$ cat src/rtl/fifo_pkg.sv
// Shared defaults and width helpers for the FIFO family.
// Pure compile-time content, no logic.
package fifo_pkg;

    localparam int FIFO_DEF_W     = 8;
    localparam int FIFO_DEF_DEPTH = 8;

    function automatic int ptr_w(input int depth);
        return (depth > 1) ? $clog2(depth) : 1;
    endfunction

    function automatic int cnt_w(input int depth);
        return $clog2(depth + 1);
    endfunction

endpackage

$ cat src/rtl/sync_fifo_param_if.sv
// Producer/consumer bundle for sync_fifo_param; master drives requests, slave is the FIFO.
// Status outputs are all registered inside the FIFO.
interface sync_fifo_param_if
    import fifo_pkg::*;
#(
    parameter int DATA_W = FIFO_DEF_W,
    parameter int DEPTH  = FIFO_DEF_DEPTH
);
    localparam int CNT_W = cnt_w(DEPTH);

    logic              flush;
    logic              wr_en;
    logic [DATA_W-1:0] wr_data;
    logic              rd_en;
    logic [DATA_W-1:0] rd_data;
    logic              rd_valid;
    logic              full;
    logic              empty;
    logic              almost_full;
    logic              almost_empty;
    logic [CNT_W-1:0]  count;
    logic              overflow;
    logic              underflow;

    modport master (
        output flush, wr_en, wr_data, rd_en,
        input  rd_data, rd_valid, full, empty, almost_full, almost_empty,
               count, overflow, underflow
    );

    modport slave (
        input  flush, wr_en, wr_data, rd_en,
        output rd_data, rd_valid, full, empty, almost_full, almost_empty,
               count, overflow, underflow
    );

endinterface

$ cat src/rtl/fifo_ram_dp.sv
// Simple dual-port RAM: one write port, one registered read port (1-cycle latency).
// rst clears only the read register; the array itself is never cleared.
module fifo_ram_dp
    import fifo_pkg::*;
#(
    parameter int DATA_W = FIFO_DEF_W,
    parameter int DEPTH  = FIFO_DEF_DEPTH,
    localparam int AW    = ptr_w(DEPTH)
) (
    input  logic              clk,
    input  logic              rst,
    input  logic              we,
    input  logic [AW-1:0]     waddr,
    input  logic [DATA_W-1:0] wdata,
    input  logic              re,
    input  logic [AW-1:0]     raddr,
    output logic [DATA_W-1:0] rdata
);

    logic [DATA_W-1:0] mem_q [DEPTH];
    logic [DATA_W-1:0] rdata_q;

    always_ff @(posedge clk) begin
        if (we) begin
            mem_q[waddr] <= wdata;
        end
    end

    // Same-address read and write returns the old word (needed for read+write while full).
    always_ff @(posedge clk) begin
        if (rst) begin
            rdata_q <= '0;
        end else if (re) begin
            rdata_q <= mem_q[raddr];
        end
    end

    assign rdata = rdata_q;

endmodule

$ cat src/rtl/sync_fifo_param.sv
// Single-clock FIFO: pointers, occupancy, registered flags and error pulses around fifo_ram_dp.
// Read data 1 cycle after an accepted read; write while full only accepted alongside a read.
module sync_fifo_param
    import fifo_pkg::*;
#(
    parameter int DATA_W   = FIFO_DEF_W,
    parameter int DEPTH    = FIFO_DEF_DEPTH,
    parameter int AF_LEVEL = DEPTH - 2,
    parameter int AE_LEVEL = 2
) (
    input  logic                clk,
    input  logic                rst,
    sync_fifo_param_if.slave    bus
);

    localparam int PTR_W = ptr_w(DEPTH);
    localparam int CNT_W = cnt_w(DEPTH);

    logic [PTR_W-1:0] wr_ptr_q, wr_ptr_d;
    logic [PTR_W-1:0] rd_ptr_q, rd_ptr_d;
    logic [CNT_W-1:0] count_q,  count_d;
    logic             full_q, empty_q, afull_q, aempty_q;
    logic             rd_valid_q, overflow_q, underflow_q;
    logic             clr;
    logic             rd_ok, wr_ok;

    assign clr   = rst | bus.flush;
    assign rd_ok = bus.rd_en && !empty_q;
    assign wr_ok = bus.wr_en && (!full_q || bus.rd_en);

    always_comb begin
        wr_ptr_d = wr_ptr_q;
        rd_ptr_d = rd_ptr_q;
        count_d  = count_q;
        if (wr_ok) begin
            wr_ptr_d = wr_ptr_q + 1'b1;
        end
        if (rd_ok) begin
            rd_ptr_d = rd_ptr_q + 1'b1;
        end
        if (wr_ok && !rd_ok) begin
            count_d = count_q + 1'b1;
        end else if (rd_ok && !wr_ok) begin
            count_d = count_q - 1'b1;
        end
    end

    // Flags follow next-state count so they line up with count_q every cycle.
    always_ff @(posedge clk) begin
        if (clr) begin
            wr_ptr_q    <= '0;
            rd_ptr_q    <= '0;
            count_q     <= '0;
            full_q      <= 1'b0;
            empty_q     <= 1'b1;
            afull_q     <= 1'b0;
            aempty_q    <= 1'b1;
            rd_valid_q  <= 1'b0;
            overflow_q  <= 1'b0;
            underflow_q <= 1'b0;
        end else begin
            wr_ptr_q    <= wr_ptr_d;
            rd_ptr_q    <= rd_ptr_d;
            count_q     <= count_d;
            full_q      <= (count_d == CNT_W'(DEPTH));
            empty_q     <= (count_d == '0);
            afull_q     <= (count_d >= CNT_W'(AF_LEVEL));
            aempty_q    <= (count_d <= CNT_W'(AE_LEVEL));
            rd_valid_q  <= rd_ok;
            overflow_q  <= bus.wr_en && !wr_ok;
            underflow_q <= bus.rd_en && !rd_ok;
        end
    end

    fifo_ram_dp #(
        .DATA_W (DATA_W),
        .DEPTH  (DEPTH)
    ) u_ram (
        .clk   (clk),
        .rst   (clr),
        .we    (wr_ok && !clr),
        .waddr (wr_ptr_q),
        .wdata (bus.wr_data),
        .re    (rd_ok && !clr),
        .raddr (rd_ptr_q),
        .rdata (bus.rd_data)
    );

    assign bus.rd_valid     = rd_valid_q;
    assign bus.full         = full_q;
    assign bus.empty        = empty_q;
    assign bus.almost_full  = afull_q;
    assign bus.almost_empty = aempty_q;
    assign bus.count        = count_q;
    assign bus.overflow     = overflow_q;
    assign bus.underflow    = underflow_q;

endmodule

$ cat src/flat_wrapper.sv
// flat-port wrapper written by rule: the top's interface ports become plain ports
module sync_fifo_param_flat import fifo_pkg::*;
#(
    parameter int DATA_W   = FIFO_DEF_W,
    parameter int DEPTH    = FIFO_DEF_DEPTH,
    parameter int AF_LEVEL = DEPTH - 2,
    parameter int AE_LEVEL = 2
)
  (clk, rst, bus_flush, bus_wr_en, bus_wr_data, bus_rd_en, bus_rd_data, bus_rd_valid, bus_full, bus_empty, bus_almost_full, bus_almost_empty, bus_count, bus_overflow, bus_underflow);
  sync_fifo_param_if #(.DATA_W(DATA_W), .DEPTH(DEPTH)) bus_i ();
  input  logic clk;
  input  logic rst;
  input wire logic [$bits(bus_i.flush)-1:0] bus_flush;
  input wire logic [$bits(bus_i.wr_en)-1:0] bus_wr_en;
  input wire logic [$bits(bus_i.wr_data)-1:0] bus_wr_data;
  input wire logic [$bits(bus_i.rd_en)-1:0] bus_rd_en;
  output wire logic [$bits(bus_i.rd_data)-1:0] bus_rd_data;
  output wire logic [$bits(bus_i.rd_valid)-1:0] bus_rd_valid;
  output wire logic [$bits(bus_i.full)-1:0] bus_full;
  output wire logic [$bits(bus_i.empty)-1:0] bus_empty;
  output wire logic [$bits(bus_i.almost_full)-1:0] bus_almost_full;
  output wire logic [$bits(bus_i.almost_empty)-1:0] bus_almost_empty;
  output wire logic [$bits(bus_i.count)-1:0] bus_count;
  output wire logic [$bits(bus_i.overflow)-1:0] bus_overflow;
  output wire logic [$bits(bus_i.underflow)-1:0] bus_underflow;
  assign bus_i.flush = bus_flush;
  assign bus_i.wr_en = bus_wr_en;
  assign bus_i.wr_data = bus_wr_data;
  assign bus_i.rd_en = bus_rd_en;
  assign bus_rd_data = bus_i.rd_data;
  assign bus_rd_valid = bus_i.rd_valid;
  assign bus_full = bus_i.full;
  assign bus_empty = bus_i.empty;
  assign bus_almost_full = bus_i.almost_full;
  assign bus_almost_empty = bus_i.almost_empty;
  assign bus_count = bus_i.count;
  assign bus_overflow = bus_i.overflow;
  assign bus_underflow = bus_i.underflow;
  sync_fifo_param #(.DATA_W(DATA_W), .DEPTH(DEPTH), .AF_LEVEL(AF_LEVEL), .AE_LEVEL(AE_LEVEL)) u_core (.clk(clk), .rst(rst), .bus(bus_i));
endmodule
$ cat config.mk
export PLATFORM = sky130hd
export DESIGN_NAME = sync_fifo_param_flat
export DESIGN_NICKNAME = d
export VERILOG_FILES = /design/src/rtl/fifo_pkg.sv /design/src/rtl/sync_fifo_param_if.sv /design/src/rtl/fifo_ram_dp.sv /design/src/rtl/sync_fifo_param.sv /design/src/flat_wrapper.sv
export SDC_FILE = /design/constraint.sdc
export NUM_CORES = 1
export LEC_CHECK = 0
export ABC_CLOCK_PERIOD_IN_PS = 2250
export CAP_MARGIN = 5
export CELL_PAD_IN_SITES_DETAIL_PLACEMENT = 0
export CELL_PAD_IN_SITES_GLOBAL_PLACEMENT = 1
export CORE_ASPECT_RATIO = 1.4
export CORE_MARGIN = 2
export CORE_UTILIZATION = 43
export CTS_BUF_LIST = sky130_fd_sc_hd__clkbuf_16
export CTS_CLUSTER_SIZE = 14
export DETAILED_ROUTE_END_ITERATION = 10
export GPL_TIMING_DRIVEN = 0
export HOLD_SLACK_MARGIN = 0.1
export PLACE_DENSITY_LB_ADDON = 0.1
export SYNTH_ARGS = -nofsm -noshare
export SYNTH_HDL_FRONTEND = slang
export SYNTH_HIERARCHICAL = 1
export SYNTH_SLANG_ARGS = --single-unit
$ cat constraint.sdc
create_clock -name clk -period 2.25 [get_ports clk]
set_input_delay 0.45 -clock clk [delete_from_list [all_inputs] [get_ports clk]]
set_output_delay 0.45 -clock clk [all_outputs]
set_load 0.1 [all_outputs]
==> impl_metrics.toml <==
[floorplan]
start_util = 0.4444
die_area_um2 = 9236
core_um2 = 8198
die_y_um = 112.9
die_width_um = 81.80
rows = 39
ios = 32

[finish]
drive_above_1_share = 0.2248
num_antenna_cells = 0
area_delta_synth_final_pct = 24.76
fillCellCount = 717
mostFrequentLayoutCells = "64 x edfxtp_1, 23 x dfxtp_1, 21 x nor2_1"
fin_util = 0.5545
final_nets = 319
final_common_cell = "edfxtp_1"
instances_no_fill = 409

[clocking]
cts_buffer_depth = 2
cts-htree-levels = 3
clock_sinks = 89
clk_latency_ps = 340
clock_tree.root_cell = "clkbuf_16"
cts_hold_buf = 0
cts-buffers-inserted = 9
clkTransAtPathRegs_ps = 60
cts_tree = "built"

[timing]
hold-worst-slack_ps = 481.5
fmax_ghz = 0.4512
layout_worst_path_cycle_share = 0.9850
period_minus_slack_ps = 2216
fin_ws_ps = 33.75
setup_violations = 0
slew_headroom = 0.3490
drv_slew = 0
hold_viol_final = 0
skew_ps = 5.443
worst_pin_slew_ps = 980.4

[logic_synthesis]
synth.distinct_cells = 44
synth_nets = 269
syn-instance-count = 252
synthFlopType = "edfxtp_1"
ys_async_sr_fraction = 0
ys_ff_latch = 89
ys_seq_area_frac = 0.6648
yosys_warnings = 6
syn_area_um2 = 3643
synth-edff-count = 64
avgSynthCellArea_um2 = 14.46

[route]
wire_per_inst_um = 18.54
ant_nets = 0
wl_um = 7583
drt_first_pass_iters = 4
first_iter_violations = 114
via_per_inst = 5.342
drcViolationCount = 0
vias = 2185

[job]
maxCapViolCount = 0

[worst_setup_path]
crit_arrival_ps = 1770
critPathMaxStageDelay_ps = 1120
path_buf_inv = 1
critPathRequiredTime_ps = 1800
cp-end-kind = "output pin"
worstPathCellList = "clkdlybuf4s50_1"
critical-path-slowest-cell = "clkdlybuf4s50_1"
worstPathMaxFanout = 1
critPathLaunchType = "flip-flop"
crit_type = "reg -> out"
cpLargestDelayFamily = "buffers and inverters"

[place]
place_inst = 385
gp_congestion = 0.8233
hpwl_um = 5106
port-buffer-count = 31
dp_slack_ps = -874.4

[pwr]
peakVddDrop_uv = 501.5
p_per_area_nw_per_um2 = 772.5
p_leak_uw = 0.001606
pwr-share-clk = 0.420
intPower_uw = 2735
p_comb_frac = 0.071
seq_power_share = 0.509
switchingPower_uw = 776.4
swShare = 0.2211

[global_route]
antenna_found_initial = 0
grt_pass1_vias = 2265
grt_usage = 0.1830
grt_max_degree = 15
grt_pass1_wl_um = 12020
gr-total-overflow = 0

[worst_hold_path]
hold_path_class = "reg -> reg"

[status]
status = "complete, no violations"
[cell usage after synthesis (3+ instances only)]
library cell / instances / area [um2]
a211oi_1: 7 / 52.55
a211oi_2: 3 / 37.54
a21oi_1: 3 / 15.01
a221o_1: 7 / 70.07
buf_1: 3 / 11.26
buf_6: 4 / 45.04
clkbuf_1: 3 / 11.26
dfxtp_1: 25 / 500.5
edfxtp_1: 64 / 1922
ha_1: 4 / 50.05
inv_1: 6 / 22.52
mux2_2: 16 / 180.2
mux2i_1: 16 / 160.2
nand2_1: 9 / 33.78
nand2b_1: 4 / 25.02
nand3_1: 5 / 25.02
nor2_1: 28 / 105.1
nor3_1: 4 / 20.02
o22ai_1: 7 / 43.79
xnor2_1: 5 / 43.79
xor2_1: 4 / 35.03
[layout make-up]
type	instances	area, um2	area share
inverter	6	26.28	0.005780
clock buffer	11	275.3	0.06056
timing repair buffer	40	400.4	0.08808
clock inverter	5	23.77	0.005230
multi-input combinational	145	1161	0.2554
sequential	89	2425	0.5334
buffer	11	106.4	0.02340
tap	102	127.6	0.02808
[power groups by stage]
stage	sequential [uW]	combinational, uW	clock [uW]
global route	1790	269	1570
CTS	1790	251	1510
finish	1790	250	1470
global placement	1820	243	0
floorplan	1880	106	0
detailed placement	1820	244	0
[per-stage QoR]
step                power, uW  instance area (um2)  setup TNS (ps)
finish                   3511                 4546               0
global route             3625                 4546          -257.7
CTS                      3548                 4537               0
detailed placement       2067                 4094          -58540
global placement         2066                 4094          -58720
floorplan                1986                 3656               0
[timing repair]
item | in CTS | in global routing
pin swaps | 6 | 0
setup buffers | 9 | 0
endpoints found under the setup margin | 88 | 74
gates resized for setup | 32 | 4
hold endpoints to repair | 0 | 0
cloned | 0 | 0
[final timing paths]
check                                      from                            endpoint  slack, ps  cells after the start
max           u_core/bus.almost_full$_SDFF_PP0_                     bus_almost_full         30                      1
min          u_core/u_ram/rdata[2]$_SDFFE_PP0P_  u_core/u_ram/rdata[2]$_SDFFE_PP0P_        480                      2
max reg2reg      u_core/bus.count[1]$_SDFF_PP0_  u_core/bus.almost_empty$_SDFF_PP1_        400                      6
min reg2reg  u_core/u_ram/rdata[2]$_SDFFE_PP0P_  u_core/u_ram/rdata[2]$_SDFFE_PP0P_        480                      2
[registers in the layout, indices dropped and copies added, names as in the netlist]
signal and count:
u_core/bus.almost_empty 1, u_core/bus.count 4, u_core/bus.almost_full 1, u_core/bus.empty 1, u_core/rd_ptr_q 3, u_core/wr_ptr_q 3, u_core/bus.full 1, u_core/u_ram/mem_q 64
u_core/bus.overflow 1, u_core/bus.rd_valid 1, u_core/bus.underflow 1, u_core/u_ram/rdata 8
[per-layer routing]
metal / GRT usage / vias to the layer above / wire (um)
li1: - / 1049 / -
met1: 0.2144 / 1086 / 3163
met2: 0.3106 / 37 / 3991
met3: 0.04944 / 13 / 274
met4: 0.07667 / 0 / 154
met5: 0 / - / 0
[logic make-up (layout without fill, tap and decap cells)]
| group | Yosys count | in the layout | synth area share |
|---|---|---|---|
| compound gates | 37 | 37 | 0.08345 |
| simple gates | 63 | 63 | 0.08723 |
| xor+xnor | 9 | 9 | 0.02163 |
| mux | 32 | 32 | 0.09340 |
| fa+ha+maj | 4 | 4 | 0.01374 |
| buf+inv | 18 | 73 | 0.03571 |
| flops | 89 | 89 | 0.6648 |
Note: power is estimated with default switching activity, not from simulation.
